==> config.mk <==
export PLATFORM = sky130hd
export DESIGN_NAME = load_store_unit_flat
export DESIGN_NICKNAME = d
export VERILOG_FILES = /design/src/rtl/mips_mem_pkg.sv /design/src/rtl/load_store_unit_if.sv /design/src/rtl/lsu_lane_align.sv /design/src/rtl/load_store_unit.sv /design/src/flat_wrapper.sv
export SDC_FILE = /design/constraint.sdc
export NUM_CORES = 1
export LEC_CHECK = 0
export BUFFER_PORTS_ARGS = -buffer_cell sky130_fd_sc_hd__buf_2
export CAP_MARGIN = 25
export CORE_MARGIN = 2
export CORE_UTILIZATION = 37
export CTS_CLUSTER_DIAMETER = 60
export DETAILED_ROUTE_END_ITERATION = 16
export PLACE_DENSITY_LB_ADDON = 0.15
export SYNTH_ARGS = -nofsm -noshare
export SYNTH_HDL_FRONTEND = slang
export SYNTH_SLANG_ARGS = --single-unit
export TNS_END_PERCENT = 5
==> constraint.sdc <==
create_clock -name clk -period 2.5 [get_ports clk]
set_clock_uncertainty 0.05 [all_clocks]
set_input_delay 0.375 -clock clk [delete_from_list [all_inputs] [get_ports clk]]
set_output_delay 0.375 -clock clk [all_outputs]
set_load 0.02 [all_outputs]
==> src/rtl/mips_mem_pkg.sv <==
// mips_mem_pkg: shared size encodings, FSM states and memory depth for the load/store unit.
package mips_mem_pkg;
   localparam int MEM_WORDS_DEFAULT = 64;
   typedef enum logic [1:0] {SZ_BYTE = 2'b00, SZ_HALF = 2'b01, SZ_WORD = 2'b10, SZ_RSVD = 2'b11} size_e;
   typedef enum logic [2:0] {IDLE, LOAD, RD, WR, RESP} state_e;
endpackage

==> src/rtl/load_store_unit_if.sv <==
// load_store_unit_if: request/response handshake between the MEM stage and the load/store unit.
interface load_store_unit_if;
   logic        req_valid;
   logic        req_ready;
   logic        req_write;
   logic [1:0]  req_size;
   logic        req_unsigned;
   logic [31:0] req_addr;
   logic [31:0] req_wdata;
   logic        resp_valid;
   logic [31:0] resp_rdata;
   logic        resp_error;
   modport master (output req_valid, req_write, req_size, req_unsigned, req_addr, req_wdata,
                   input req_ready, resp_valid, resp_rdata, resp_error);
   modport slave (input req_valid, req_write, req_size, req_unsigned, req_addr, req_wdata,
                  output req_ready, resp_valid, resp_rdata, resp_error);
endinterface

==> src/rtl/lsu_lane_align.sv <==
// lsu_lane_align: little-endian lane extract/extend for loads and lane merge for sub-word stores.
module lsu_lane_align
   import mips_mem_pkg::*;
(
   input  logic [1:0]  i_off,
   input  logic [1:0]  i_size,
   input  logic        i_unsigned,
   input  logic [31:0] i_rdata,
   input  logic [31:0] i_wdata,
   output logic [31:0] o_ldata,
   output logic [31:0] o_merged
);
   logic [7:0]  w_byte;
   logic [15:0] w_half;
   always_comb begin
      w_byte   = i_rdata[{i_off, 3'b000} +: 8];
      w_half   = i_off[1] ? i_rdata[31:16] : i_rdata[15:0];
      o_ldata  = i_size == SZ_BYTE ? {{24{w_byte[7] & ~i_unsigned}}, w_byte}
               : i_size == SZ_HALF ? {{16{w_half[15] & ~i_unsigned}}, w_half} : i_rdata;
      o_merged = i_wdata;
      if (i_size == SZ_BYTE) begin
         o_merged = i_rdata;
         o_merged[{i_off, 3'b000} +: 8] = i_wdata[7:0];
      end else if (i_size == SZ_HALF) begin
         o_merged = i_rdata;
         o_merged[{i_off[1], 4'b0000} +: 16] = i_wdata[15:0];
      end
   end
endmodule

==> src/rtl/load_store_unit.sv <==
// load_store_unit: sequences MEM-stage loads/stores onto a word-only data memory,
// doing read-modify-write for sub-word stores and rejecting bad accesses.
module load_store_unit
   import mips_mem_pkg::*;
#(
   parameter int MEM_WORDS = MEM_WORDS_DEFAULT
) (
   input  logic               clk,
   input  logic               rst_n,
   load_store_unit_if.slave   bus,
   output logic               MemWrite,
   output logic [31:0]        Address,
   output logic [31:0]        WriteData,
   input  logic [31:0]        ReadData
);
   state_e      r_state;
   logic [31:0] r_addr, r_wdata, r_merge, r_rdata;
   logic [1:0]  r_size;
   logic        r_unsigned, r_error;
   logic        w_err;
   logic [31:0] w_ldata, w_merged;

   assign w_err = bus.req_size == SZ_RSVD
                | (bus.req_size == SZ_HALF & bus.req_addr[0])
                | (bus.req_size == SZ_WORD & |bus.req_addr[1:0])
                | bus.req_addr >= 32'(4 * MEM_WORDS);

   lsu_lane_align u_align (
      .i_off      (r_addr[1:0]),
      .i_size     (r_size),
      .i_unsigned (r_unsigned),
      .i_rdata    (ReadData),
      .i_wdata    (r_wdata),
      .o_ldata    (w_ldata),
      .o_merged   (w_merged)
   );

   // The merge register doubles as the write-data register so WriteData holds between stores.
   always_ff @(posedge clk or negedge rst_n) begin
      if (!rst_n) begin
         r_state    <= IDLE;
         r_addr     <= '0;
         r_wdata    <= '0;
         r_merge    <= '0;
         r_rdata    <= '0;
         r_size     <= '0;
         r_unsigned <= 1'b0;
         r_error    <= 1'b0;
      end else begin
         case (r_state)
            IDLE: if (bus.req_valid) begin
               r_addr     <= bus.req_addr;
               r_size     <= bus.req_size;
               r_unsigned <= bus.req_unsigned;
               r_wdata    <= bus.req_wdata;
               r_error    <= w_err;
               r_rdata    <= '0;
               r_state    <= w_err ? RESP : !bus.req_write ? LOAD : bus.req_size == SZ_WORD ? WR : RD;
               if (!w_err && bus.req_write && bus.req_size == SZ_WORD) r_merge <= bus.req_wdata;
            end
            LOAD: begin
               r_rdata <= w_ldata;
               r_state <= RESP;
            end
            RD: begin
               r_merge <= w_merged;
               r_state <= WR;
            end
            WR:      r_state <= RESP;
            default: r_state <= IDLE;
         endcase
      end
   end

   assign bus.req_ready  = r_state == IDLE;
   assign bus.resp_valid = r_state == RESP;
   assign bus.resp_rdata = r_rdata;
   assign bus.resp_error = r_error;
   assign MemWrite       = r_state == WR;
   assign Address        = r_addr;
   assign WriteData      = r_merge;
endmodule
==> src/flat_wrapper.sv <==
// flat-port wrapper written by rule: the top's interface ports become plain ports
module load_store_unit_flat import mips_mem_pkg::*;
#(
   parameter int MEM_WORDS = MEM_WORDS_DEFAULT
)
  (clk, rst_n, MemWrite, Address, WriteData, ReadData, bus_req_valid, bus_req_write, bus_req_size, bus_req_unsigned, bus_req_addr, bus_req_wdata, bus_req_ready, bus_resp_valid, bus_resp_rdata, bus_resp_error);
  load_store_unit_if bus_i ();
  input  logic clk;
  input  logic rst_n;
  output logic MemWrite;
  output logic [31:0] Address;
  output logic [31:0] WriteData;
  input  logic [31:0] ReadData;
  input wire logic [$bits(bus_i.req_valid)-1:0] bus_req_valid;
  input wire logic [$bits(bus_i.req_write)-1:0] bus_req_write;
  input wire logic [$bits(bus_i.req_size)-1:0] bus_req_size;
  input wire logic [$bits(bus_i.req_unsigned)-1:0] bus_req_unsigned;
  input wire logic [$bits(bus_i.req_addr)-1:0] bus_req_addr;
  input wire logic [$bits(bus_i.req_wdata)-1:0] bus_req_wdata;
  output wire logic [$bits(bus_i.req_ready)-1:0] bus_req_ready;
  output wire logic [$bits(bus_i.resp_valid)-1:0] bus_resp_valid;
  output wire logic [$bits(bus_i.resp_rdata)-1:0] bus_resp_rdata;
  output wire logic [$bits(bus_i.resp_error)-1:0] bus_resp_error;
  assign bus_i.req_valid = bus_req_valid;
  assign bus_i.req_write = bus_req_write;
  assign bus_i.req_size = bus_req_size;
  assign bus_i.req_unsigned = bus_req_unsigned;
  assign bus_i.req_addr = bus_req_addr;
  assign bus_i.req_wdata = bus_req_wdata;
  assign bus_req_ready = bus_i.req_ready;
  assign bus_resp_valid = bus_i.resp_valid;
  assign bus_resp_rdata = bus_i.resp_rdata;
  assign bus_resp_error = bus_i.resp_error;
  load_store_unit #(.MEM_WORDS(MEM_WORDS)) u_core (.clk(clk), .rst_n(rst_n), .bus(bus_i), .MemWrite(MemWrite), .Address(Address), .WriteData(WriteData), .ReadData(ReadData));
endmodule
==> flow_metrics.py <==
metrics = {
    "worst_setup_path": {
        "worst-path-buf-inv": 2,
        "worstSetupPathDepth": 7,
        "worstSetupEndpointType": "register",
        "r2r_slack_ns": 0.32,
        "arrival_ns": 2.49,
        "setup.worst_path.end": "u_core.WriteData[27]",
        "critPathKind": "register to register",
        "crit_family": "compound AO/OA/AOI/OAI gates",
        "worstReg2RegStart": "u_core.Address[1]",
        "required_ns": 2.81,
        "reg2regPathDepth": 7,
        "cp-start-kind": "register",
        "startpoint": "u_core.Address[1]",
        "worstPathCellList": "buf_4, ha_1, nor4bb_1, buf_4, a221oi_1, o21ai_0, o221a_2",
        "cp_max_fo": 31,
        "crit_top_cell": "buf_4",
        "critPathMaxStageDelay_ns": 0.38,
        "worst_r2r_endpoint": "u_core.WriteData[27]",
        "cp_slowest_cell": "buf_4",
    },
    "yosys": {
        "ys_dominant_reg_cell": "dfrtp_1",
        "synth-edff-count": 0,
        "synthTopCellsByArea": "dfrtp_1, nand2_1, a221oi_1",
        "ys_types": 54,
        "yosys_register_bits": 135,
        "yosysMostFrequentCell": "nand2_1",
        "yosysWarnings": 0,
        "yosysSeqAreaShare_pct": 48.07,
        "synth_top_area_share_pct": 48.07,
        "syn_inst": 762,
        "syn_nets": 870,
        "yosys.area.top_type": "dfrtp_1",
        "netlist_area_um2": 7028,
        "synthTopCellsByCount": "nand2_1, dfrtp_1, clkbuf_1",
        "avgSynthCellArea_um2": 9.223,
        "synth-async-reset-ratio_pct": 100.0,
    },
    "detailed_routing": {
        "firstDrtPassIters": 5,
        "via_per_inst": 5.655,
        "postRouteAntennaNets": 0,
        "drcViolationCount": 0,
        "drt_wl_total_um": 24290,
        "routedWlPerCell_um": 20.28,
        "dr.first_iter.drc_count": 783,
        "vias": 6775,
    },
    "sta": {
        "hold-worst-slack_ns": 0.08751,
        "setup-violations-final": 0,
        "setup_tns_ns": 0,
        "worst_slew_pin_slew_ns": 0.9160,
        "hold_viol": 0,
        "rsz0062_at_grt": "no",
        "max_freq_mhz": 458.5,
        "fin_ws_ns": 0.3189,
        "period_needed_ns": 2.181,
        "period_share_pct": 87.25,
        "slew_headroom_pct": 38.93,
        "drv_slew": 0,
    },
    "clock_tree": {
        "cts.sinks": 135,
        "clkTransAtPathRegs_ns": 0.06,
        "cts_tree": "yes",
        "cts_resized": 0,
        "hold_buffers": 1,
        "cts-buffers-inserted": 17,
        "cts_setup_buffers": 0,
        "h-tree-depth": 4,
        "clk_latency_ns": 0.42,
        "ctsLongestPathBuffers": 2,
        "cts_root_buf": "clkbuf_16",
    },
    "power_and_ir_drop": {
        "seq_power_share_pct": 39.3,
        "clockPowerShare_pct": 42.3,
        "p_switching_mw": 1.872,
        "p_total_mw": 6.268,
        "worst_ir_drop_vdd_mv": 0.5176,
        "power_density_nw_per_um2": 699.1,
        "combPwrFrac_pct": 18.4,
        "power.internal_mw": 4.395,
        "p_sw_share_pct": 29.87,
        "power.leakage_nw": 4.389,
    },
    "global_routing": {
        "grt_pass1_wl_um": 37020,
        "grt_pass1_vias": 6409,
        "grtUsageTotal_pct": 24.24,
        "grt_max_degree": 60,
        "grt-ovfl-total": 0,
        "grt_antenna_before_repair": 1,
    },
    "floorplan": {
        "die_h_um": 141.8,
        "pin_count": 203,
        "design.die.area_um2": 20110,
        "die_x_um": 141.8,
        "core-area_um2": 18640,
        "initial_core_util_pct": 37.70,
        "rows": 50,
    },
    "final_layout": {
        "final_layout_size_suffix_gt1_share_pct": 32.99,
        "fillers": 1819,
        "nets": 1056,
        "area_delta_synth_final_pct": 27.58,
        "fin_util_pct": 48.09,
    },
    "flow_run": {
        "maxCapViolCount": 0,
    },
    "worst_hold_path": {
        "min_path_type": "input port to register",
    },
    "run_status": {
        "outcome": "completed",
    },
    "placed_design": {
        "portBuffers": 202,
        "pre_cts_ws_ns": 0.2471,
        "dp_hpwl_um": 17580,
        "gp_congestion": 0.8861,
    },
}
-- state kept, by name, summed over array words and instances (netlist names) --
signal                 cells
u_core.Address            32
u_core.WriteData          32
u_core.bus.resp_rdata     32
u_core.r_wdata            32
u_core.r_state             3
u_core.r_size              2
u_core.bus.resp_error      1
u_core.r_unsigned          1
-- power by group through the flow --
stage	Combinational, mW	Sequential, mW	Clock [mW]
finish	1.15	2.46	2.65
global route	1.27	2.48	2.79
CTS	1.16	2.46	2.71
detailed placement	1.15	2.50	0
global placement	1.15	2.50	0
floorplan	0.622	2.54	0
-- per-stage QoR --
stage                     instances  cell area, um^2
after floorplan                 762             7029
after detailed placement       1162             8327
final                          1198             8966
after global placement         1162             8327
after CTS                      1195             8959
after global routing           1196             8961
-- worst min-delay path by stage --
stage                         start  cells after the start  slack (ns)                        end
floorplan                     rst_n                      0        0.03          u_core.Address[0]
global placement              rst_n                      1        0.34  u_core.bus.resp_rdata[18]
detailed placement            rst_n                      1        0.34  u_core.bus.resp_rdata[18]
CTS                 bus_req_addr[7]                      3        0.07          u_core.Address[7]
global route        bus_req_addr[3]                      3        0.08          u_core.Address[3]
finish              bus_req_addr[5]                      3        0.09          u_core.Address[5]
-- cell usage in the layout, fill, tap and decap left out, types with 9 or more instances in the layout --
master     netlist  final
nor3_1          20     20
nor2_1          37     37
mux2_2          16     16
a221oi_1        24     24
buf_4            3     26
nand3_1         23     23
a31oi_1         23     23
o21ai_0         15     15
o2bb2ai_1       16     16
o221a_2         10     10
buf_2           12    201
a211o_1         14     14
clkbuf_16        0     17
nand2_1        239    238
a31o_2           9      9
o22ai_1         16     16
dfrtp_1        135    135
-- logic make-up (layout without fill, tap and decap cells) --
kind of cell / count (synthesis) / count (layout) / synth area share (%)
other: 0 / 3 / 0
DFF: 135 / 135 / 48.07
AOI/OAI and AO/OA: 176 / 176 / 20.24
buffers and inverters: 74 / 273 / 4.344
adders and majority gates: 5 / 5 / 0.8902
and+or+nand+nor: 347 / 347 / 21.19
muxes: 25 / 25 / 5.270
-- per-layer routing --
layer | GRT usage [%] | vias to the layer above | wire (um)
met2 | 35.97 | 309 | 10660
li1 | - | 3157 | -
met5 | 0 | - | 0
met1 | 35.57 | 3281 | 11310
met3 | 5.299 | 28 | 1865
met4 | 7.211 | 0 | 452
-- layout make-up --
cell class | count | area, um^2 | area share [%]
Clock buffer | 20 | 456.7 | 5.093
Sequential cell | 135 | 3378 | 37.68
Timing Repair Buffer | 232 | 1282 | 14.30
Multi-Input combinational cell | 553 | 3348 | 37.34
Antenna cell | 3 | 7.507 | 0.08373
Clock inverter | 12 | 165.2 | 1.842
Tap cell | 234 | 292.8 | 3.265
Inverter | 9 | 35.03 | 0.3907
-- worst register-to-register path, stage by stage, from the launching register on --
cell and delay, ns:
dfrtp_1 0.36, buf_4 0.38, ha_1 0.24, nor4bb_1 0.26, buf_4 0.20, a221oi_1 0.08
o21ai_0 0.31, o221a_2 0.23
Power figures use the tool's default switching activity.
